===== config.mk =====
export PLATFORM = sky130hd
export DESIGN_NAME = score_bcd_accum
export DESIGN_NICKNAME = d
export VERILOG_FILES = /design/src/rtl/score_pkg.sv /design/src/rtl/bcd_digit_add.sv /design/src/rtl/score_bcd_accum.sv
export SDC_FILE = /design/constraint.sdc
export NUM_CORES = 1
export LEC_CHECK = 0
export ABC_CLOCK_PERIOD_IN_PS = 10100
export CAP_MARGIN = 20
export CORE_MARGIN = 4
export CORE_UTILIZATION = 60
export CTS_BUF_LIST = sky130_fd_sc_hd__clkbuf_8
export CTS_CLUSTER_DIAMETER = 150
export DETAILED_ROUTE_END_ITERATION = 10
export PLACE_DENSITY = 0.84
export SLEW_MARGIN = 20
export SYNTH_ARGS = -nofsm -noshare
export SYNTH_HDL_FRONTEND = slang
export SYNTH_SLANG_ARGS = --single-unit

===== constraint.sdc =====
create_clock -name clk -period 10.1 [get_ports clk]
set_input_delay 2.02 -clock clk [delete_from_list [all_inputs] [get_ports clk]]
set_output_delay 2.02 -clock clk [all_outputs]
set_load 0.005 [all_outputs]

===== src/rtl/score_pkg.sv =====
// Shared constants for the BCD score accumulator: FSM encoding, default point
// table, saturation value and BCD digit width.
package score_pkg;

  localparam int unsigned DIGIT_W = 4;

  typedef enum logic [1:0] {
    ST_IDLE   = 2'd0,
    ST_ADD    = 2'd1,
    ST_COMMIT = 2'd2
  } state_t;

  localparam logic [15:0] PTS_1_DEF     = 16'h0010;
  localparam logic [15:0] PTS_2_DEF     = 16'h0030;
  localparam logic [15:0] PTS_3_DEF     = 16'h0050;
  localparam logic [15:0] PTS_4_DEF     = 16'h0080;
  localparam logic [15:0] SAT_VALUE_DEF = 16'h9999;

endpackage


===== src/rtl/bcd_digit_add.sv =====
// Single BCD digit adder: digit + digit + carry_in -> decimal digit, carry_out.
// Operands are assumed to be valid BCD (0..9).
module bcd_digit_add
  import score_pkg::*;
(
  input  logic [DIGIT_W-1:0] i_a,
  input  logic [DIGIT_W-1:0] i_b,
  input  logic               i_cin,
  output logic [DIGIT_W-1:0] o_sum,
  output logic               o_cout
);

  logic [DIGIT_W:0] w_raw;

  assign w_raw = {1'b0, i_a} + {1'b0, i_b} + {4'd0, i_cin};

  // Decimal correction of the binary digit sum
  always_comb begin
    o_sum  = w_raw[DIGIT_W-1:0];
    o_cout = 1'b0;
    if (w_raw > 5'd9) begin
      o_sum  = w_raw[DIGIT_W-1:0] - 4'd10;
      o_cout = 1'b1;
    end else begin
      o_sum  = w_raw[DIGIT_W-1:0];
      o_cout = 1'b0;
    end
  end

endmodule


===== src/rtl/score_bcd_accum.sv =====
// Line-clear score accumulator: digit-serial BCD add into a shadow accumulator,
// atomic commit to score_out, 1-deep pending event slot and session high score.
module score_bcd_accum
  import score_pkg::*;
#(
  parameter logic [15:0] PTS_1     = PTS_1_DEF,
  parameter logic [15:0] PTS_2     = PTS_2_DEF,
  parameter logic [15:0] PTS_3     = PTS_3_DEF,
  parameter logic [15:0] PTS_4     = PTS_4_DEF,
  parameter logic [15:0] SAT_VALUE = SAT_VALUE_DEF
) (
  input  logic        clk,
  input  logic        rst,
  input  logic        game_start,
  input  logic        game_over,
  input  logic        clear_valid,
  input  logic [2:0]  lines_cleared,
  output logic [15:0] score_out,
  output logic [15:0] hi_score_out,
  output logic        busy,
  output logic        saturated,
  output logic        overflow_err
);

  state_t              r_state;
  logic [1:0]          r_digit;
  logic                r_carry;
  logic [15:0]         r_acc;
  logic [15:0]         r_addend;
  logic [15:0]         r_score;
  logic [15:0]         r_hi;
  logic                r_pend_full;
  logic [2:0]          r_pend_lines;
  logic                r_sat;
  logic                r_ovf;
  logic                r_go_def;

  logic                w_legal;
  logic                w_busy;
  logic [3:0]          w_idx;
  logic [DIGIT_W-1:0]  w_sum;
  logic                w_cout;

  function automatic logic [15:0] f_pts(input logic [2:0] lines);
    case (lines)
      3'd1:    f_pts = PTS_1;
      3'd2:    f_pts = PTS_2;
      3'd3:    f_pts = PTS_3;
      3'd4:    f_pts = PTS_4;
      default: f_pts = 16'h0000;
    endcase
  endfunction

  assign w_legal = clear_valid && (lines_cleared >= 3'd1) && (lines_cleared <= 3'd4);
  assign w_busy  = (r_state != ST_IDLE) || r_pend_full;
  assign w_idx   = {r_digit, 2'b00};

  // One shared digit adder, steered by the current digit index
  bcd_digit_add u_digit_add (
    .i_a    (r_acc[w_idx +: DIGIT_W]),
    .i_b    (r_addend[w_idx +: DIGIT_W]),
    .i_cin  (r_carry),
    .o_sum  (w_sum),
    .o_cout (w_cout)
  );

  // FSM, accumulator, pending slot, high score and sticky flags
  always_ff @(posedge clk) begin
    if (rst) begin
      r_state      <= ST_IDLE;
      r_digit      <= 2'd0;
      r_carry      <= 1'b0;
      r_acc        <= 16'h0000;
      r_addend     <= 16'h0000;
      r_score      <= 16'h0000;
      r_hi         <= 16'h0000;
      r_pend_full  <= 1'b0;
      r_pend_lines <= 3'd0;
      r_sat        <= 1'b0;
      r_ovf        <= 1'b0;
      r_go_def     <= 1'b0;
    end else if (game_start) begin
      // New game aborts any add in flight; the high score survives
      r_state      <= ST_IDLE;
      r_digit      <= 2'd0;
      r_carry      <= 1'b0;
      r_acc        <= 16'h0000;
      r_addend     <= 16'h0000;
      r_score      <= 16'h0000;
      r_pend_full  <= 1'b0;
      r_pend_lines <= 3'd0;
      r_sat        <= 1'b0;
      r_ovf        <= 1'b0;
      r_go_def     <= 1'b0;
    end else begin
      // A deferred game_over resolves in the idle cycle after COMMIT
      if (r_go_def && (r_state == ST_IDLE)) begin
        if (r_score > r_hi) r_hi <= r_score;
        r_go_def <= 1'b0;
      end else if (game_over) begin
        if (!w_busy) begin
          if (r_score > r_hi) r_hi <= r_score;
        end else begin
          r_go_def <= 1'b1;
        end
      end

      case (r_state)
        ST_IDLE: begin
          r_digit <= 2'd0;
          r_carry <= 1'b0;
          if (r_pend_full) begin
            r_addend <= f_pts(r_pend_lines);
            r_acc    <= r_score;
            r_state  <= ST_ADD;
            // The slot frees as it is consumed, so a same-cycle event refills it
            if (w_legal) r_pend_lines <= lines_cleared;
            else         r_pend_full  <= 1'b0;
          end else if (w_legal) begin
            r_addend <= f_pts(lines_cleared);
            r_acc    <= r_score;
            r_state  <= ST_ADD;
          end
        end
        ST_ADD: begin
          r_acc[w_idx +: DIGIT_W] <= w_sum;
          r_carry <= w_cout;
          r_digit <= r_digit + 2'd1;
          if (r_digit == 2'd3) r_state <= ST_COMMIT;
        end
        ST_COMMIT: begin
          if (r_carry) begin
            r_score <= SAT_VALUE;
            r_sat   <= 1'b1;
          end else begin
            r_score <= r_acc;
          end
          r_state <= ST_IDLE;
        end
        default: r_state <= ST_IDLE;
      endcase

      if (w_legal && (r_state != ST_IDLE)) begin
        if (!r_pend_full) begin
          r_pend_full  <= 1'b1;
          r_pend_lines <= lines_cleared;
        end else begin
          r_ovf <= 1'b1;
        end
      end
    end
  end

  assign score_out    = r_score;
  assign hi_score_out = r_hi;
  assign busy         = w_busy;
  assign saturated    = r_sat;
  assign overflow_err = r_ovf;

endmodule

==> summary.json <==
{
  "path_depth": {"value": 11},
  "setup_slack": {"value": 6.17, "unit": "ns"},
  "number_of_global_route_vias_before_repair": {"value": 3021},
  "fmaxAchievable": {"value": 254, "unit": "MHz"},
  "endpoint": {"value": "r_acc[6]"},
  "timing.critical_path.cells": {"value": "mux4_2 -> inv_1 -> fa_1 -> inv_1 -> fa_1 -> inv_1 -> ha_1 -> a22o_1 -> o21ai_0 -> mux2i_1 -> a31o_2"},
  "r2r-start": {"value": "r_digit[0]"},
  "yosysUniqueCellTypes": {"value": 56},
  "number_of_standard_cells_after_synthesis": {"value": 379},
  "p_int": {"value": 0.402, "unit": "mW"},
  "netSwitchingPower": {"value": 0.124, "unit": "mW"},
  "r2r_end": {"value": "r_acc[6]"},
  "critical_path_required": {"value": 10.38, "unit": "ns"},
  "post_route_wl": {"value": 9770, "unit": "um"},
  "combPwrFrac": {"value": 0.056},
  "yosys_most_used_dff": {"value": "sky130_fd_sc_hd__dfxtp_1"},
  "numCtsBuffers": {"value": 9},
  "grt_start_max_net_pins": {"value": 37},
  "grt_antenna_before_repair": {"value": 0},
  "setup_viol": {"value": 0},
  "timing.critical_path.from": {"value": "r_digit[0]"},
  "crit_path_frequent_cell": {"value": "sky130_fd_sc_hd__inv_1"},
  "num_vias": {"value": 3133},
  "critical_path.startpoint_type": {"value": "flip-flop"},
  "clock_tree_root_driver_cell": {"value": "sky130_fd_sc_hd__clkbuf_8"},
  "max_stage_delay": {"value": 0.73, "unit": "ns"},
  "cpLargestDelayFamily": {"value": "multiplexers"},
  "synth-seq-cells": {"value": 64},
  "drt_iter0_markers": {"value": 259},
  "power.share.switching": {"value": 0.237},
  "row_count": {"value": 27},
  "timing.reg2reg.setup_slack": {"value": 6.17, "unit": "ns"},
  "p_leak": {"value": 1.52, "unit": "nW"},
  "power_frac_clock": {"value": 0.457},
  "antenna_left": {"value": 0},
  "synthesis.nets": {"value": 413},
  "worst_ir_drop_vdd": {"value": 0.0000905, "unit": "V"},
  "worst-path-max-fanout": {"value": 15},
  "syn-cell-area": {"value": 3400, "unit": "um2"},
  "timing_worst_setup_path_type": {"value": "flip-flop to flip-flop"},
  "number_of_enable_type_register_cells_in_the_synthesized_netlist": {"value": 0},
  "drive_above_1_share": {"value": 0.0782},
  "post-cts-setup-buffer-count": {"value": 0},
  "initial_utilization": {"value": 0.617},
  "most_frequent_cells_in_the_layout": {"value": "sky130_fd_sc_hd__dfxtp_1 (64), sky130_fd_sc_hd__clkdlybuf4s50_1 (42), sky130_fd_sc_hd__nor2_1 (36)"},
  "layout_worst_path_cycle_share": {"value": 0.389},
  "async_reset_ff_frac": {"value": 0},
  "max-clock-path-buffers": {"value": 2},
  "path_clk_slew": {"value": 0.07, "unit": "ns"},
  "final_nets": {"value": 451},
  "slowest_stage": {"value": "sky130_fd_sc_hd__dfxtp_1"},
  "postSynthAreaPerCell": {"value": 8.97, "unit": "um2"},
  "drt-wirelength-per-cell": {"value": 19.8, "unit": "um"},
  "die_area": {"value": 6930, "unit": "um2"},
  "globalRouteOverflowTotal": {"value": 0},
  "die_y": {"value": 83.3, "unit": "um"},
  "yosys_warnings": {"value": 0},
  "ioPinCount": {"value": 43},
  "grt_setup_unrepaired": {"value": "false"},
  "seq_power_share": {"value": 0.487},
  "detail_route.first_pass.iterations": {"value": 5},
  "clock_sink_count": {"value": 64},
  "total_routing_usage_reported_by_global_routing": {"value": 0.286},
  "core_area": {"value": 5510, "unit": "um2"},
  "setup.worst_path.end_class": {"value": "flip-flop"},
  "critical_path.n_buffers_inverters": {"value": 3},
  "htreeDepth": {"value": 3},
  "maxSlewHeadroom": {"value": 0.503},
  "postCtsResizedCells": {"value": 0},
  "minimum_clock_period_after_layout": {"value": 3.93, "unit": "ns"},
  "timing.hold.worst.class": {"value": "flip-flop to flip-flop"},
  "worstPathArrival": {"value": 4.22, "unit": "ns"},
  "chipWidth": {"value": 83.3, "unit": "um"},
  "hpwlAfterDp": {"value": 7120, "unit": "um"},
  "yosysSeqAreaShare": {"value": 0.377},
  "port-buffer-count": {"value": 42},
  "first_pass_grt_wire_length": {"value": 15700, "unit": "um"},
  "tritoncts": {"value": "built"},
  "drc": {"value": 0},
  "drt-vias-per-instance": {"value": 6.34},
  "place_worst_setup_slack": {"value": 5.96, "unit": "ns"},
  "powerDensity": {"value": 130, "unit": "nW/um2"},
  "setup_total_negative_slack": {"value": 0, "unit": "ns"},
  "hold_viol_final": {"value": 0},
  "finalClockSkew": {"value": 0.0110, "unit": "ns"},
  "mostFrequentLayoutCell": {"value": "sky130_fd_sc_hd__dfxtp_1"},
  "n_antenna_cell": {"value": 0},
  "clk_latency": {"value": 0.34, "unit": "ns"},
  "holdWs": {"value": 0.504, "unit": "ns"},
  "cts.hold.buffers_added": {"value": 0},
  "signed_area_change_from_the_synthesized_netlist_to_the_final_layout": {"value": 19.0, "unit": "%"},
  "outcome": {"value": "completed"},
  "worstMarginPinSlew": {"value": 0.745, "unit": "ns"},
  "maxSlewViolCount": {"value": 0},
  "depth_of_the_worst_register_to_register_path": {"value": 11},
  "gpl.final_weighted_congestion": {"value": 0.964},
  "reported_max_cap_violation_count": {"value": 0}
}
power groups by stage:
| stage | sequential, mW | combinational [mW] | clock (mW) |
|---|---|---|---|
| final | 0.256 | 0.0295 | 0.240 |
| after global routing | 0.256 | 0.0319 | 0.255 |
| after CTS | 0.256 | 0.0287 | 0.242 |
| after detailed placement | 0.262 | 0.0287 | 0 |
| after global placement | 0.262 | 0.0282 | 0 |
| after floorplan | 0.261 | 0.0199 | 0 |
cell families after synthesis:
kind of cell	share of synthesized area
fa+ha+maj	0.100
xor+xnor	0.00258
buf+inv	0.0582
compound gates	0.228
simple gates	0.184
flops	0.377
mux	0.0501
metal layers:
metal,GRT usage,vias up,routed length (um)
li1,-,1471,-
met1,0.361,1501,4130
met2,0.468,135,4630
met3,0.0565,26,710
met4,0.134,0,303
met5,0,-,0
state kept, by name, indices dropped and copies added, names as in the netlist, 2 cells and up:
name / cells
r_pend_lines: 3
score_out: 16
r_addend: 4
r_state: 2
hi_score_out: 16
r_acc: 16
r_digit: 2
layout make-up:
type                            instances  area, um2
Multi-Input combinational cell        270       1920
Fill cell                             406       1460
Sequential cell                        64       1280
Timing Repair Buffer                   44        435
Clock buffer                            9        124
Inverter                               28        105
Tap cell                               72       90.1
Clock inverter                          7       87.6
worst reg2reg max path: stages (launching register included):
cell                      delay, ns
sky130_fd_sc_hd__dfxtp_1       0.73
sky130_fd_sc_hd__mux4_2        0.61
sky130_fd_sc_hd__inv_1         0.09
sky130_fd_sc_hd__fa_1          0.21
sky130_fd_sc_hd__inv_1         0.06
sky130_fd_sc_hd__fa_1          0.55
sky130_fd_sc_hd__inv_1         0.10
sky130_fd_sc_hd__ha_1          0.21
sky130_fd_sc_hd__a22o_1        0.25
sky130_fd_sc_hd__o21ai_0       0.34
sky130_fd_sc_hd__mux2i_1       0.50
sky130_fd_sc_hd__a31o_2        0.24
worst min path at each step:
stage                              end    startpoint  slack [ns]  depth (start not counted)
after global placement       saturated     saturated        0.47                          2
after detailed placement  overflow_err  overflow_err        0.48                          2
after global routing      score_out[6]      r_acc[6]        0.52                          2
after floorplan              r_acc[13]     r_acc[13]        0.46                          2
after CTS                  r_addend[6]   r_addend[6]        0.51                          2
final                      r_addend[6]   r_addend[6]        0.50                          2
synthesized netlist by cell type (all sizes together) (3+ instances only):
library cell | n | area share
a21o | 3 | 0.0066
or3 | 4 | 0.0074
and3 | 6 | 0.011
ha | 24 | 0.088
a211oi | 5 | 0.011
a32oi | 4 | 0.010
a32o | 4 | 0.012
nand3 | 14 | 0.021
nor2b | 4 | 0.0096
dfxtp | 64 | 0.38
nand2 | 21 | 0.023
nand4 | 3 | 0.0055
nor2 | 37 | 0.043
buf | 9 | 0.018
a31o | 5 | 0.013
nor3 | 20 | 0.031
a21oi | 23 | 0.034
o21a | 3 | 0.0066
mux2i | 8 | 0.024
o21ai | 24 | 0.035
clkbuf | 8 | 0.0088
mux4 | 4 | 0.027
a22o | 16 | 0.041
inv | 26 | 0.029
nand3b | 3 | 0.0066
a31oi | 4 | 0.0092
through the flow:
stage	total power [mW]	cell area, um2	std cells	util
finish	0.526	4040	494	0.734
global placement	0.290	3830	478	0.696
global route	0.543	4040	494	0.734
CTS	0.526	4040	494	0.734
detailed placement	0.291	3830	478	0.696
floorplan	0.281	3400	379	-
No activity file was read; power rests on OpenSTA's default activity.
==> edit 1 (same flow settings) <==
Change the package constant `DIGIT_W` from 4 to 6.
--- a/src/rtl/score_pkg.sv
+++ b/src/rtl/score_pkg.sv
@@ -4,3 +4,3 @@
 
-  localparam int unsigned DIGIT_W = 4;
+  localparam int unsigned DIGIT_W = 6;
 
Check against the original RTL: not equivalent (a bounded check fails within 10 cycles, from zero or initial values and one cycle with rst high).
==> edit 1 against the original RTL <==
Power down 1.6%. Clock power is 12% lower. Routed wire length increased by 1.9%. Critical path type unchanged. Largest power group unchanged. Sequential cell count is the same. Sequential share of layout area fell by 3.6 points. Synthesized cell count rose by 28%. Setup slack worse by 310 ps. Final area grew 13%. Largest cell class unchanged. Area after synthesis up 17%. Hold slack got worse by 28 ps. Count of clock-buffer cells in the layout did not move.
==> edit 1: results (changes against the original RTL) <==
CTS max path bufs 2 (unchanged); largest net degree at the start of global routing 36 (was 37); P_leak 1.687 nW (was 1.521 nW); critical path peak fanout 19 (was 15); CTS H-tree depth 3 (unchanged); Crit. Startpoint r_digit[0]$_SDFFE_PP0P_ (unchanged); status completed (unchanged); clk_lat worst skew 340 ps (about the same); Post-synth top cells 64 x dfxtp_1, 49 x nor2_1, 42 x a21oi_1 (was 64 x dfxtp_1, 36 x nor2_1, 26 x inv_1); initial antenna violation count 0 (unchanged); nets 547 (was 451); hpwl dp 7369 um (was 7117 um); pre-CTS setup slack 5685 ps (was 5962 ps); Via density 6.240 (was 6.342); reg2reg path depth 13 (was 11); # resized after CTS 0 (unchanged); share of cells above drive strength 1 11.26% (was 7.820%); Reg2Reg Capture Point r_acc[10]$_SDFFE_PP0P_ (was r_acc[6]$_SDFFE_PP0P_); max-slew violations 0 (unchanged); Synth Warn # 0 (unchanged); Layout fillers 506 (was 406); RePlAce Congestion 1.005 (was 0.9642); r2r setup slk 5860 ps (was 6170 ps); Routed WL per cell 16.81 um (was 19.78 um); syn nets 521 (was 413); crit path time final 4241 ps (was 3934 ps); 1st-iter DRT viols 431 (was 259); Distinct cells, synth 66 (was 56); root buffer cell clkbuf_8 (unchanged); Worst EP arrival 4510 ps (was 4220 ps); Max Clock Skew 9.888 ps (was 10.98 ps); placed insts 576 (was 478); DR vias 3694 (was 3133); Seq/Total Area, Yosys 32.34% (was 37.70%); vias in the first global route 3468 (was 3021); peak supply drop 91.58 uV (was 90.51 uV); first-pass GRT wire length 16670 um (was 15730 um); R2R Path Start r_digit[0]$_SDFFE_PP0P_ (unchanged); total track usage 26.88% (was 28.57%); critical path endpoint r_acc[10]$_SDFFE_PP0P_ (was r_acc[6]$_SDFFE_PP0P_); Worst Hold Launch saturated$_SDFFE_PP0P_ (was r_addend[6]$_SDFFE_PP0P_); slew margin rel. 31.52% (was 50.33%); top cells by area, synth dfxtp_1 32%, ha_1 8.5%, a21oi_1 5.3%, o21ai_0 4.7%, nor2_1 4.6% (was dfxtp_1 38%, ha_1 8.8%, a22o_1 4.1%, nor2_1 4.0%, o21ai_0 3.5%); port buffer count 42 (unchanged); hold buffers post-CTS 0 (unchanged); Synth Instances 484 (was 379)
[edit 1: cell count changes after synthesis, moves of 5 or more]
| cell | delta |
|---|---|
| clkbuf_1 | +16 |
| o21ai_0 | +13 |
| a22o_1 | -16 |
| or3b_2 | +15 |
| a21oi_1 | +19 |
| nor2_1 | +13 |
| nand2_1 | +19 |
| mux2_2 | +5 |
| a31o_2 | -5 |
[edit 1: power by group]
group / switching (mW) / leakage, nW / internal, mW
Combinational: 0.0303 / 1.07 / 0.0198
Clock: 0.0996 / 0.104 / 0.110
Sequential: 0.00319 / 0.516 / 0.255
[edit 1: metal layers]
metal | global-route usage [%] | wire length (um)
met5 | 0 | 0
met4 | 10.01 | 309
met3 | 6.175 | 817
met2 | 41.66 | 4490
met1 | 36.56 | 4334
[edit 1: worst max-delay path, cell delays in order, from the launching register on]
cell and delay [ps]:
dfxtp_1 810, clkinv_1 460, nor2_1 230, nand2_1 100
fa_1 460, fa_1 420, xor2_1 260, ha_1 220
nand2_1 60, o2111ai_1 100, o2111a_2 300, mux2i_1 440
nand4_1 140, a21oi_1 150
[edit 1: layout make-up]
class	instances	share of cell area [%]
sequential	64	28.09
multi-input combinational	366	54.21
clock buffer	9	2.716
clock inverter	7	1.262
inverter	25	2.058
timing repair buffer	44	9.547
tap	77	2.112
[edit 1: worst min-delay path by stage]
stage,end,cells past startpoint,slack [ps]
finish,saturated$_SDFFE_PP0P_,2,480
global route,hi_score_out[11]$_SDFFE_PP0P_,2,520
CTS,saturated$_SDFFE_PP0P_,2,480
detailed placement,saturated$_SDFFE_PP0P_,2,460
global placement,saturated$_SDFFE_PP0P_,2,450
floorplan,saturated$_SDFFE_PP0P_,2,460
[edit 1: logic make-up after synthesis]
family	after synthesis	share of synthesized area, %
muxes	18	5.970
adders and majority gates	29	9.539
and+or+nand+nor	184	24.07
xor gates and xnor gates	5	1.106
buffers and inverters	54	5.306
AOI/OAI and AO/OA	130	21.67
DFF	64	32.34
[edit 1: through the flow]
stage	cell area [um2]	power (mW)
2_1_floorplan	3961	0.2993
3_3_place_gp	4377	0.3113
3_5_place_dp	4377	0.3125
4_1_cts	4558	0.5173
5_1_grt	4561	0.5373
6_report	4561	0.5177
==> edit 2 (same flow settings) <==
Without the edit above. Make the reset (`rst`) asynchronous in one clocked block.
--- a/src/rtl/score_bcd_accum.sv
+++ b/src/rtl/score_bcd_accum.sv
@@ -67,3 +67,3 @@
   // FSM, accumulator, pending slot, high score and sticky flags
-  always_ff @(posedge clk) begin
+  always_ff @(posedge clk or posedge rst) begin
     if (rst) begin
Check against the original RTL: differs if rst is asserted again (counterexample within 4 cycles, from zero or initial values and one cycle with rst high); with rst held inactive, the same outputs for 4 cycles.
==> edit 2 against the original RTL <==
Die area rose by 11%. First-iteration DRC count grew 10%. Global-route usage is 1.9 points lower. Final area rose by 11%. Routed wire length down 1.8%. Clock skew decreased by 2.2 ps. Area after synthesis rose by 12%. Sequential cell count did not move. Via count up 4.2%. Count of clock-buffer cells in the layout unchanged. Sequential share of layout area rose by 4.0 points. Setup slack better by 21 ps.
Power is not compared: it rests on default switching activity, and its combinational part moved more than twofold at a synthesized area within 25%.
==> edit 2: results (changes against the original RTL) <==
status completed (unchanged); Distinct cells, synth 59 (was 56); met1 usage 34.63% (was 36.06%); CTS max path bufs 2 (unchanged); nets 463 (was 451); P_leak 1.969 nW; slew margin rel. 44.66% (was 50.33%); hpwl dp 6843 um (was 7117 um); die area 7684 um2 (was 6931 um2); peak supply drop 130.3 uV; grt met3 use 7.526% (was 5.655%); top cells by area, synth dfrtp_1 42%, ha_1 7.9%, mux2_4 3.9%, nand2_1 3.5%, a21oi_1 3.3% (was dfxtp_1 38%, ha_1 8.8%, a22o_1 4.1%, nor2_1 4.0%, o21ai_0 3.5%); 1st-iter DRT viols 286 (was 259); Post-synth top cells 64 x dfrtp_1, 35 x nand2_1, 31 x nor2_1 (was 64 x dfxtp_1, 36 x nor2_1, 26 x inv_1); FFs w/ async S/R, synth 100.0% (was 0%); Seq/Total Area, Yosys 42.06% (was 37.70%); CTS buffer count 9 (unchanged); met2 GRT Util 41.78% (was 46.79%); CTS clock-pin slew for the worst setup and hold paths 80 ps; initial antenna violation count 0 (unchanged); # resized after CTS 0 (unchanged); hold buffers post-CTS 0 (unchanged); first-pass GRT wire length 15770 um (was 15730 um); CTS H-tree depth 3 (unchanged); Worst EP arrival 4120 ps (was 4220 ps); port buffer count 42 (unchanged); placed insts 493 (was 478); vias in the first global route 3244 (was 3021); Synth Warn # 0 (unchanged); Layout fillers 434 (was 406); Via density 6.415 (was 6.342); largest net degree at the start of global routing 65 (was 37); pre-CTS setup slack 5853 ps (was 5962 ps); share of cells above drive strength 1 11.29% (was 7.820%); total track usage 26.66% (was 28.57%); syn nets 424 (was 413); Most used DFF post-synth dfrtp_1 (was dfxtp_1); RePlAce Congestion 0.9182 (was 0.9642); Routed WL per cell 18.85 um (was 19.78 um); root buffer cell clkbuf_8 (unchanged); worst hold path class reg2reg (unchanged); Max Clock Skew 8.784 ps (was 10.98 ps); Syn Area/Cell 9.763 um2 (was 8.966 um2); routed wire length 9594 um (was 9771 um); placed cell area 4252 um2 (was 3831 um2); clk_lat worst skew 360 ps (was 340 ps); critical path peak fanout 14 (was 15); Remaining Overflow, GRT 0 (unchanged)
[edit 2: cell types whose count changed after synthesis, sizes merged, moves of 5 or more]
| cell | change |
|---|---|
| a22oi | +10 |
| a22o | -16 |
| dfxtp | -64 |
| nand2 | +14 |
| mux2 | +16 |
| dfrtp | +64 |
| nor2 | -5 |
[edit 2: critical path, stage by stage (launching register included)]
cell,delay [ps]
dfrtp_1,690
mux4_2,570
inv_1,90
fa_1,210
inv_1,70
fa_1,410
xnor2_1,460
ha_1,340
nor3b_1,80
o211ai_1,150
nor3b_1,510
o21ai_0,200
[edit 2: kinds of logic (layout without fill, tap and decap cells)]
family,Yosys count,after routing,share of synthesized area [%]
compound gates,95,95,16.73
mux,27,27,9.924
flops,64,64,42.06
xor+xnor,1,1,0.2301
buf+inv,46,90,5.291
simple gates,131,131,16.83
fa+ha+maj,26,26,8.939
[edit 2: metal layers]
| layer | part of all wire, % | wire length [um] | vias to the layer above |
|---|---|---|---|
| met5 | 0 | 0 | - |
| met4 | 3.0 | 285 | 0 |
| met3 | 7.7 | 738 | 31 |
| met2 | 48 | 4560 | 151 |
| met1 | 42 | 4010 | 1596 |
| li1 | - | - | 1487 |
[edit 2: metrics by stage]
stage / util (%) / hold WS [ps] / power (mW)
after global placement: 70.56 / 491.2 / 0.4320
after detailed placement: 70.56 / 500.4 / 0.4376
final: 74.38 / 516.8 / 0.6885
after global routing: 74.38 / 549.3 / 0.7203
after CTS: 74.34 / 520.8 / 0.6895
after floorplan: - / 466.4 / 0.3941
[edit 2: path summary, 6_finish.rpt]
path                            slack (ps)                     start                   endpoint  cells after the start
worst max-delay path                  6190    r_digit[0]$_DFFE_PP0P_       r_acc[5]$_DFFE_PP0P_                     11
worst min-delay path                   520  overflow_err$_DFFE_PP0P_   overflow_err$_DFFE_PP0P_                      2
worst max register to register        6190    r_digit[0]$_DFFE_PP0P_       r_acc[5]$_DFFE_PP0P_                     11
worst min register to register         520  overflow_err$_DFFE_PP0P_   overflow_err$_DFFE_PP0P_                      2
max in group asynchronous             7360                       rst  r_pend_lines[1]$_DFF_PP0_                      3
min in group asynchronous             2210                       rst   score_out[2]$_DFFE_PP0P_                      3
[edit 2: layout make-up]
class / instances / share of cell area [%]
Inverter: 29 / 2.429
Timing Repair Buffer: 45 / 9.883
Tap cell: 75 / 2.094
Clock buffer: 9 / 2.764
Sequential cell: 64 / 35.73
Multi-Input combinational cell: 280 / 44.78
Clock inverter: 7 / 2.317
[edit 2: power groups by stage]
stage	clock network [mW]	registers [mW]	logic [mW]
global route	0.269	0.284	0.168
CTS	0.255	0.281	0.153
floorplan	0	0.283	0.111
detailed placement	0	0.286	0.151
global placement	0	0.286	0.146
finish	0.254	0.281	0.153
